<file path="src/rtl/hilo_muldiv.sv">
// HI/LO architectural registers plus an iterative radix-2 multiply / restoring-divide engine.
// MULT/DIV results land DATA_W+2 cycles after the start edge; MTHI/MTLO land at the next edge.
module hilo_muldiv #(
    parameter int DATA_W = 32,
    parameter int CNT_W  = $clog2(DATA_W + 1)
) (
    input  logic              cpu_clk_50M,
    input  logic              cpu_rst_n,
    input  logic              start,
    input  logic [2:0]        op,
    input  logic [DATA_W-1:0] src_a,
    input  logic [DATA_W-1:0] src_b,
    input  logic              flush,
    output logic              busy,
    output logic              done,
    output logic              div_zero,
    output logic [DATA_W-1:0] hi_o,
    output logic [DATA_W-1:0] lo_o
);
    localparam logic [2:0] OP_MULT  = 3'b001;
    localparam logic [2:0] OP_MULTU = 3'b010;
    localparam logic [2:0] OP_DIV   = 3'b011;
    localparam logic [2:0] OP_DIVU  = 3'b100;
    localparam logic [2:0] OP_MTHI  = 3'b101;
    localparam logic [2:0] OP_MTLO  = 3'b110;
    localparam logic [CNT_W-1:0] CNT_LAST = CNT_W'(DATA_W - 1);
    localparam logic [CNT_W-1:0] CNT_ONE  = CNT_W'(1);

    typedef enum logic [1:0] {S_IDLE, S_RUN, S_FIX} state_t;

    state_t                  state_q, state_d;
    logic [CNT_W-1:0]        cnt_q, cnt_d;
    logic [2*DATA_W-1:0]     acc_q, acc_d;
    logic [DATA_W-1:0]       b_mag_q, b_mag_d;
    logic                    is_div_q, is_div_d;
    logic                    neg_lo_q, neg_lo_d;
    logic                    neg_hi_q, neg_hi_d;
    logic [DATA_W-1:0]       hi_q, hi_d, lo_q, lo_d;
    logic                    busy_q, busy_d, done_q, done_d, dz_q, dz_d;

    logic                    signed_op, a_neg, b_neg;
    logic [DATA_W-1:0]       a_mag, b_mag;
    logic [DATA_W:0]         mul_sum, div_trial;
    logic [2*DATA_W-1:0]     mul_next, div_next, prod_fix;
    logic [DATA_W-1:0]       quo_fix, rem_fix;

    assign signed_op = (op == OP_MULT) || (op == OP_DIV);
    assign a_neg     = signed_op & src_a[DATA_W-1];
    assign b_neg     = signed_op & src_b[DATA_W-1];
    assign a_mag     = a_neg ? -src_a : src_a;
    assign b_mag     = b_neg ? -src_b : src_b;

    // Multiply: acc = {partial product, remaining multiplier bits}, shifted right each step.
    assign mul_sum   = {1'b0, acc_q[2*DATA_W-1:DATA_W]} + ({1'b0, b_mag_q} & {(DATA_W+1){acc_q[0]}});
    assign mul_next  = {mul_sum, acc_q[DATA_W-1:1]};

    // Divide: acc = {partial remainder, dividend bits / quotient bits}, shifted left each step.
    assign div_trial = acc_q[2*DATA_W-1:DATA_W-1] - {1'b0, b_mag_q};
    assign div_next  = div_trial[DATA_W] ? {acc_q[2*DATA_W-2:0], 1'b0}
                                         : {div_trial[DATA_W-1:0], acc_q[DATA_W-2:0], 1'b1};

    assign prod_fix  = neg_lo_q ? -acc_q : acc_q;
    assign quo_fix   = neg_lo_q ? -acc_q[DATA_W-1:0] : acc_q[DATA_W-1:0];
    assign rem_fix   = neg_hi_q ? -acc_q[2*DATA_W-1:DATA_W] : acc_q[2*DATA_W-1:DATA_W];

    always_comb begin
        state_d  = state_q;
        cnt_d    = cnt_q;
        acc_d    = acc_q;
        b_mag_d  = b_mag_q;
        is_div_d = is_div_q;
        neg_lo_d = neg_lo_q;
        neg_hi_d = neg_hi_q;
        hi_d     = hi_q;
        lo_d     = lo_q;
        done_d   = 1'b0;
        dz_d     = 1'b0;
        case (state_q)
            S_IDLE: begin
                if (start && !flush) begin
                    case (op)
                        OP_MTHI: hi_d = src_a;
                        OP_MTLO: lo_d = src_a;
                        OP_MULT, OP_MULTU, OP_DIV, OP_DIVU: begin
                            acc_d    = {{DATA_W{1'b0}}, a_mag};
                            b_mag_d  = b_mag;
                            is_div_d = (op == OP_DIV) || (op == OP_DIVU);
                            neg_lo_d = a_neg ^ b_neg;
                            neg_hi_d = a_neg;
                            cnt_d    = '0;
                            state_d  = S_RUN;
                        end
                        default: ;
                    endcase
                end
            end
            S_RUN: begin
                if (flush) begin
                    state_d = S_IDLE;
                end else begin
                    acc_d = is_div_q ? div_next : mul_next;
                    cnt_d = cnt_q + CNT_ONE;
                    if (cnt_q == CNT_LAST) state_d = S_FIX;
                end
            end
            S_FIX: begin
                state_d = S_IDLE;
                if (!flush) begin
                    done_d = 1'b1;
                    if (!is_div_q) begin
                        {hi_d, lo_d} = prod_fix;
                    end else if (b_mag_q == '0) begin
                        dz_d = 1'b1;
                    end else begin
                        hi_d = rem_fix;
                        lo_d = quo_fix;
                    end
                end
            end
            default: state_d = S_IDLE;
        endcase
        busy_d = (state_d != S_IDLE);
    end

    always_ff @(posedge cpu_clk_50M or negedge cpu_rst_n) begin
        if (!cpu_rst_n) begin
            state_q  <= S_IDLE;
            cnt_q    <= '0;
            acc_q    <= '0;
            b_mag_q  <= '0;
            is_div_q <= 1'b0;
            neg_lo_q <= 1'b0;
            neg_hi_q <= 1'b0;
            hi_q     <= '0;
            lo_q     <= '0;
            busy_q   <= 1'b0;
            done_q   <= 1'b0;
            dz_q     <= 1'b0;
        end else begin
            state_q  <= state_d;
            cnt_q    <= cnt_d;
            acc_q    <= acc_d;
            b_mag_q  <= b_mag_d;
            is_div_q <= is_div_d;
            neg_lo_q <= neg_lo_d;
            neg_hi_q <= neg_hi_d;
            hi_q     <= hi_d;
            lo_q     <= lo_d;
            busy_q   <= busy_d;
            done_q   <= done_d;
            dz_q     <= dz_d;
        end
    end

    assign busy     = busy_q;
    assign done     = done_q;
    assign div_zero = dz_q;
    assign hi_o     = hi_q;
    assign lo_o     = lo_q;
endmodule

</file>
<file path="config.mk">
export PLATFORM = sky130hd
export DESIGN_NAME = hilo_muldiv
export DESIGN_NICKNAME = d
export VERILOG_FILES = /design/src/rtl/hilo_muldiv.sv
export SDC_FILE = /design/constraint.sdc
export NUM_CORES = 1
export LEC_CHECK = 0
export CAP_MARGIN = 40
export CORE_UTILIZATION = 55
export DETAILED_ROUTE_END_ITERATION = 8
export GPL_TIMING_DRIVEN = 0
export PLACE_DENSITY = 0.81
export SLEW_MARGIN = 5
export SYNTH_ARGS = -nofsm -noshare
export SYNTH_HDL_FRONTEND = slang
export SYNTH_SLANG_ARGS = --single-unit
</file>
<file path="constraint.sdc">
create_clock -name cpu_clk_50M -period 5.1 [get_ports cpu_clk_50M]
set_input_delay 1.02 -clock cpu_clk_50M [delete_from_list [all_inputs] [get_ports cpu_clk_50M]]
set_output_delay 1.02 -clock cpu_clk_50M [all_outputs]
set_load 0.02 [all_outputs]
</file>
After elaboration in Yosys (flattened, before gate mapping)
Index checks and enable logic that the tools add are counted.

storage, ports and cells
  register bits = 174
  RAM bits = 0
  memories kept = 0
  input port bits = 71
  bits in read-only memories = 0
  latch bits = 0

cells by class
  reduce and logical (&&, ||, !) cells = 14
  shifts and indexed selects = 0
  multiplexer cells = 38
  multiply operators = 0
  $add $sub $neg = 8
  bitwise logic cells = 4
  eq/ne operators = 16
  div/mod/pow operators = 0
  order comparisons = 0

operators with widths
  cell                                                    number
  2-to-1 mux 32 bit                                       14
  2-to-1 mux 64 bit                                       6
  negation 32 bit                                         4
  one-hot mux 32 bit (2 select lines)                     2
  one-hot mux 64 bit (2 select lines)                     1
  negation 64 bit                                         1
  adder 32 x 33 -> 33 bit                                 1
  AND 32 x 33 -> 33 bit                                   1
  subtractor 33 x 32 -> 33 bit                            1
  logical NOT 32 bit                                      1
  2-to-1 mux 6 bit                                        3
  one-hot mux 6 bit (2 select lines)                      1
  AND reduction 5 bit                                     2
  == test 3 bit (second input constant)                   3
  2-to-1 mux 2 bit                                        4
  adder 6 x 1 -> 6 bit (second input constant)            1
  == test 3 x 2 -> 1 bit (second input constant)          2
  == test 6 x 5 -> 1 bit (second input constant)          1
  2-to-1 mux 1 bit                                        6
  inequality test 2 x 1 -> 1 bit (second input constant)  3
  inequality test 2 bit (second input constant)           3
  nonzero test 2 bit                                      3
  one-hot mux 2 bit (2 select lines)                      1
  AND reduction 4 bit                                     1
  other kinds (12)                                        14

Logic depth before layout (Yosys ltp)
Gate-level depths: netlist of run 1.

  depth after elaboration = 7
  mapped depth = 16
  mapped depth without buffers = 14

Worst setup path after synthesis of run 1
No wires, ideal clock.

  path kind = register to register
  start = reg acc_q[31]
  end = reg acc_q[51]
  data arrival time = 3.234 ns
  setup slack = 1.728 ns
  cell stages (with the launch flop) = 17
  data required time = 4.962 ns
  cells stage by stage = dfrtp_1 inv_1 ha_1 fa_1 nand2b_1 a21oi_1 o21a_1 o31ai_1 a211oi_1 o31a_1 or3_1 clkbuf_1 and2_1 buf_2 buf_2 mux2i_1 o221ai_1

on the way
  cells in the longest elaborated chain, start to end = 5

ends and longest elaborated chain
  what                                 line  RTL
  start: declaration                   33    logic [2*DATA_W-1:0] acc_q, acc_d;
  start signal: assignment             129   acc_q <= '0;
  start signal: assignment             142   acc_q <= acc_d;
  subtractor 33 x 32 -> 33 bit         58    assign div_trial = acc_q[2*DATA_W-1:DATA_W-1] - {1'b0, b_mag_q};
  2-to-1 mux 64 bit                    59    assign div_next = div_trial[DATA_W] ? {acc_q[2*DATA_W-2:0], 1'b0}
  2-to-1 mux 64 bit                    101   acc_d = is_div_q ? div_next : mul_next;
  2-to-1 mux 64 bit                    98    if (flush) begin
  one-hot mux 64 bit (2 select lines)  78    case (state_q)

Every way passes these cells. The select of a mux whose other input is x is not followed.
A chain may end at the register's enable or synchronous reset.

Final worst setup path of run 1
  start = reg acc_q[31]
  end = reg acc_q[41]

Same word-level chain as after synthesis.

==> results.py, run 1 <==
metrics = {
    "routing": {
        "wire_per_inst_microns": 22.9,
        "drt-total-wl_microns": 54800,
        "firstDrtPassIters": 8,
        "drc": 13,
        "drt_iter0_drc": 1930,
        "via_per_inst": 6.54,
        "ant_nets": 0,
        "vias": 15600,
    },
    "clock_network": {
        "clockBufferDepth": 2,
        "post_cts_buffers": 0,
        "cts_tree": "built",
        "cts_root_buffer": "clkbuf_16",
        "hold_buffers": 0,
        "post_cts_resized": 0,
        "cts_sinks": 174,
        "htreeDepth": 4,
        "cts_buffers": 17,
        "clk_pin_slew_ns": 0.08,
        "clk_latency_ns": 0.46,
    },
    "finish": {
        "final_cell_count_no_fill": 2390,
        "final_common_cell": "nand2_1",
        "drive_gt1_frac": 0.0414,
        "nets": 2185,
        "post-route-util": 0.654,
        "antenna_cells": 0,
        "area_growth_pct": 16.1,
        "most-common-layout-cells": "nand2_1, o21ai_0, dfrtp_1",
    },
    "timing": {
        "min_period_ns": 4.88,
        "tightest_slew_ns": 1.02,
        "relSlewSlack": 0.318,
        "hold_viol": 0,
        "max_freq_ghz": 0.205,
        "setup_viol": 0,
        "rsz0062_at_grt": "no",
        "min_period_over_period": 0.957,
        "skew_ns": 0.0142,
        "maxSlewViolCount": 0,
    },
    "global_routing": {
        "grt_first_pass_wirelength_microns": 85200,
        "grt_overflow": 0,
        "grt_usage": 0.400,
        "grt_max_degree": 92,
        "antenna_found_initial": 1,
        "grt_pass1_vias": 15300,
    },
    "worst_setup_path": {
        "reg2reg_to": "acc_q[41]",
        "crit_arrival_ns": 5.17,
        "reg2reg_from": "acc_q[31]",
        "critPathRequiredTime_ns": 5.39,
        "critPathKind": "register to register",
        "cp_max_fo": 10,
        "rrSetupSlack_ns": 0.22,
        "reg2reg_depth": 15,
        "startpoint_type": "register",
        "end_kind": "register",
    },
    "logic_synthesis": {
        "synthTopCellsByArea": "dfrtp_1, o21ai_0, nand2_1",
        "ys_types": 82,
        "synth_top_family_by_area": "compound AO/OA/AOI/OAI gates",
        "synthMuxAreaShare": 0.0430,
        "async_reset_ff_frac": 1.00,
        "syn_nets": 2026,
        "synth-main-ff-cell": "dfrtp_1",
        "syn_area_per_cell_sq_um": 7.84,
        "yosys.area_share.simple": 0.210,
        "synth_seq_area_share": 0.295,
        "yosysTopAreaCell": "dfrtp_1",
        "ys_warn_count": 0,
        "synth-xor-area-share": 0.104,
        "synth.top_cell.area_share": 0.295,
        "synth_edf_count": 0,
        "synth_fa_ha_area_frac": 0.0612,
        "ys_ff_latch": 174,
        "synth_compound_area_frac": 0.237,
        "syn-instance-count": 1884,
        "netlist_area_sq_um": 14800,
    },
    "floorplan": {
        "core_sq_um": 26200,
        "die_w_microns": 166,
        "ios": 138,
        "core.rowCount": 59,
        "die_h_microns": 166,
        "fp.dieArea_sq_um": 27500,
        "start_util": 0.564,
    },
    "min_path": {
        "min_from": "lo_o[27]",
        "hold_depth": 1,
        "hp-class": "register to register",
        "hold_end": "lo_o[27]",
    },
    "power_and_ir_drop": {
        "irDropWorstVdd_uv": 269,
        "power_density_nw_per_um2": 553,
        "p_leak_uw": 0.00743,
    },
    "status": {
        "status": "finished, violations left",
        "violations": "design-rule violations",
    },
    "placed_design": {
        "port_buffers": 136,
        "dp_cells": 2359,
        "gp_congestion": 0.991,
        "dpl.hpwl_microns": 42200,
    },
    "job": {
        "cap_violations": 0,
    },
}
## synth_stat cells (7+ instances only)
cell / number
a211oi_1: 19
a21boi_0: 8
a21o_1: 35
a21oi_1: 131
a22oi_1: 21
a31oi_1: 13
and2_1: 11
and3_1: 14
buf_1: 10
clkbuf_1: 76
clkbuf_8: 9
dfrtp_1: 174
ha_1: 69
inv_1: 61
mux2i_1: 60
nand2_1: 259
nand2b_1: 21
nand3_1: 25
nand4_1: 14
nor2_1: 165
nor2b_1: 17
nor3_1: 36
nor4_1: 19
o211ai_1: 10
o21a_1: 7
o21ai_0: 223
o21bai_1: 9
o221ai_1: 12
o31ai_1: 38
o41ai_1: 14
or2_2: 7
or3_1: 21
or4_1: 8
xnor2_1: 100
xor2_1: 76
## cells by family (layout without fill, tap and decap cells)
group / Yosys count / in the layout
simple gates: 657 / 657
compound gates: 577 / 577
xor+xnor: 176 / 176
flops: 174 / 174
buf+inv: 166 / 337
fa+ha+maj: 71 / 71
mux: 63 / 63
## flip-flops by register name, summed over array words and instances, names as in the netlist, 2 cells and up
signal,flops
acc_q,64
b_mag_q,32
cnt_q,6
hi_o,32
lo_o,32
state_q,2
## stage by stage
| step | hold WS [ns] | power [uW] | TNS (ns) | worst slack [ns] | cell area, sq um |
|---|---|---|---|---|---|
| floorplan | 0.450 | 6210 | 0 | 1.73 | 14800 |
| global placement | 0.459 | 7900 | -741.53 | -4.28 | 16500 |
| detailed placement | 0.466 | 8020 | 0 | 0.331 | 16600 |
| CTS | 0.482 | 9290 | 0 | 0.314 | 17100 |
| global route | 0.507 | 10000 | 0 | 0.0559 | 17100 |
| finish | 0.480 | 9490 | 0 | 0.220 | 17100 |
## report_power, final
group	switching [uW]	internal [uW]
registers	598	1770
clock network	651	636
logic	3500	2330
total	4750	4740
## worst max path at each step
stage / startpoint / to / slack, ns / cells after the start
floorplan: acc_q[31] / acc_q[51] / 1.73 / 16
global placement: cpu_rst_n / cnt_q[5] / -4.28 / 1
detailed placement: acc_q[31] / acc_q[41] / 0.33 / 16
CTS: acc_q[31] / acc_q[41] / 0.31 / 16
global route: acc_q[31] / acc_q[48] / 0.06 / 15
finish: acc_q[31] / acc_q[41] / 0.22 / 15
## worst max-delay path, cell delays in order, from the launching register on
cell and delay [ns]:
dfrtp_1 0.47, inv_1 0.18, ha_1 0.23, fa_1 0.21, nand2b_1 0.18, a21oi_1 0.11
o21a_1 0.20, o31ai_1 0.67, a211oi_2 0.29, o31a_1 0.40, o21ai_1 0.62, and2_1 0.22
buf_2 0.19, buf_2 0.39, mux2i_1 0.22, o21ai_0 0.13
## per-layer routing
layer  routed length (microns)  part of all wire  track usage  up-vias
met4                      3860             0.070        0.265        0
met5                         0                 0            0        -
met1                     20500              0.37        0.474     7404
met3                      5050             0.092       0.0677      267
li1                          -                 -            -     7038
met2                     25400              0.46        0.672      931
## final cells by class
cell class / instances / area (sq um)
multi-input combinational: 1544 / 9680
fill: 2356 / 9060
sequential: 174 / 4350
timing repair buffer: 140 / 1420
buffer: 104 / 507
clock buffer: 19 / 433
tap: 335 / 419
inverter: 62 / 233
clock inverter: 12 / 104
No activity file was read; power rests on OpenSTA's default activity.
==> inputs of run 2 (changes only) <==
- CTS_CLUSTER_SIZE: unset -> 16
- TNS_END_PERCENT: unset -> 5
==> results of run 2 <==
No change in the layout: final DEF, timing and power equal those of run 1.
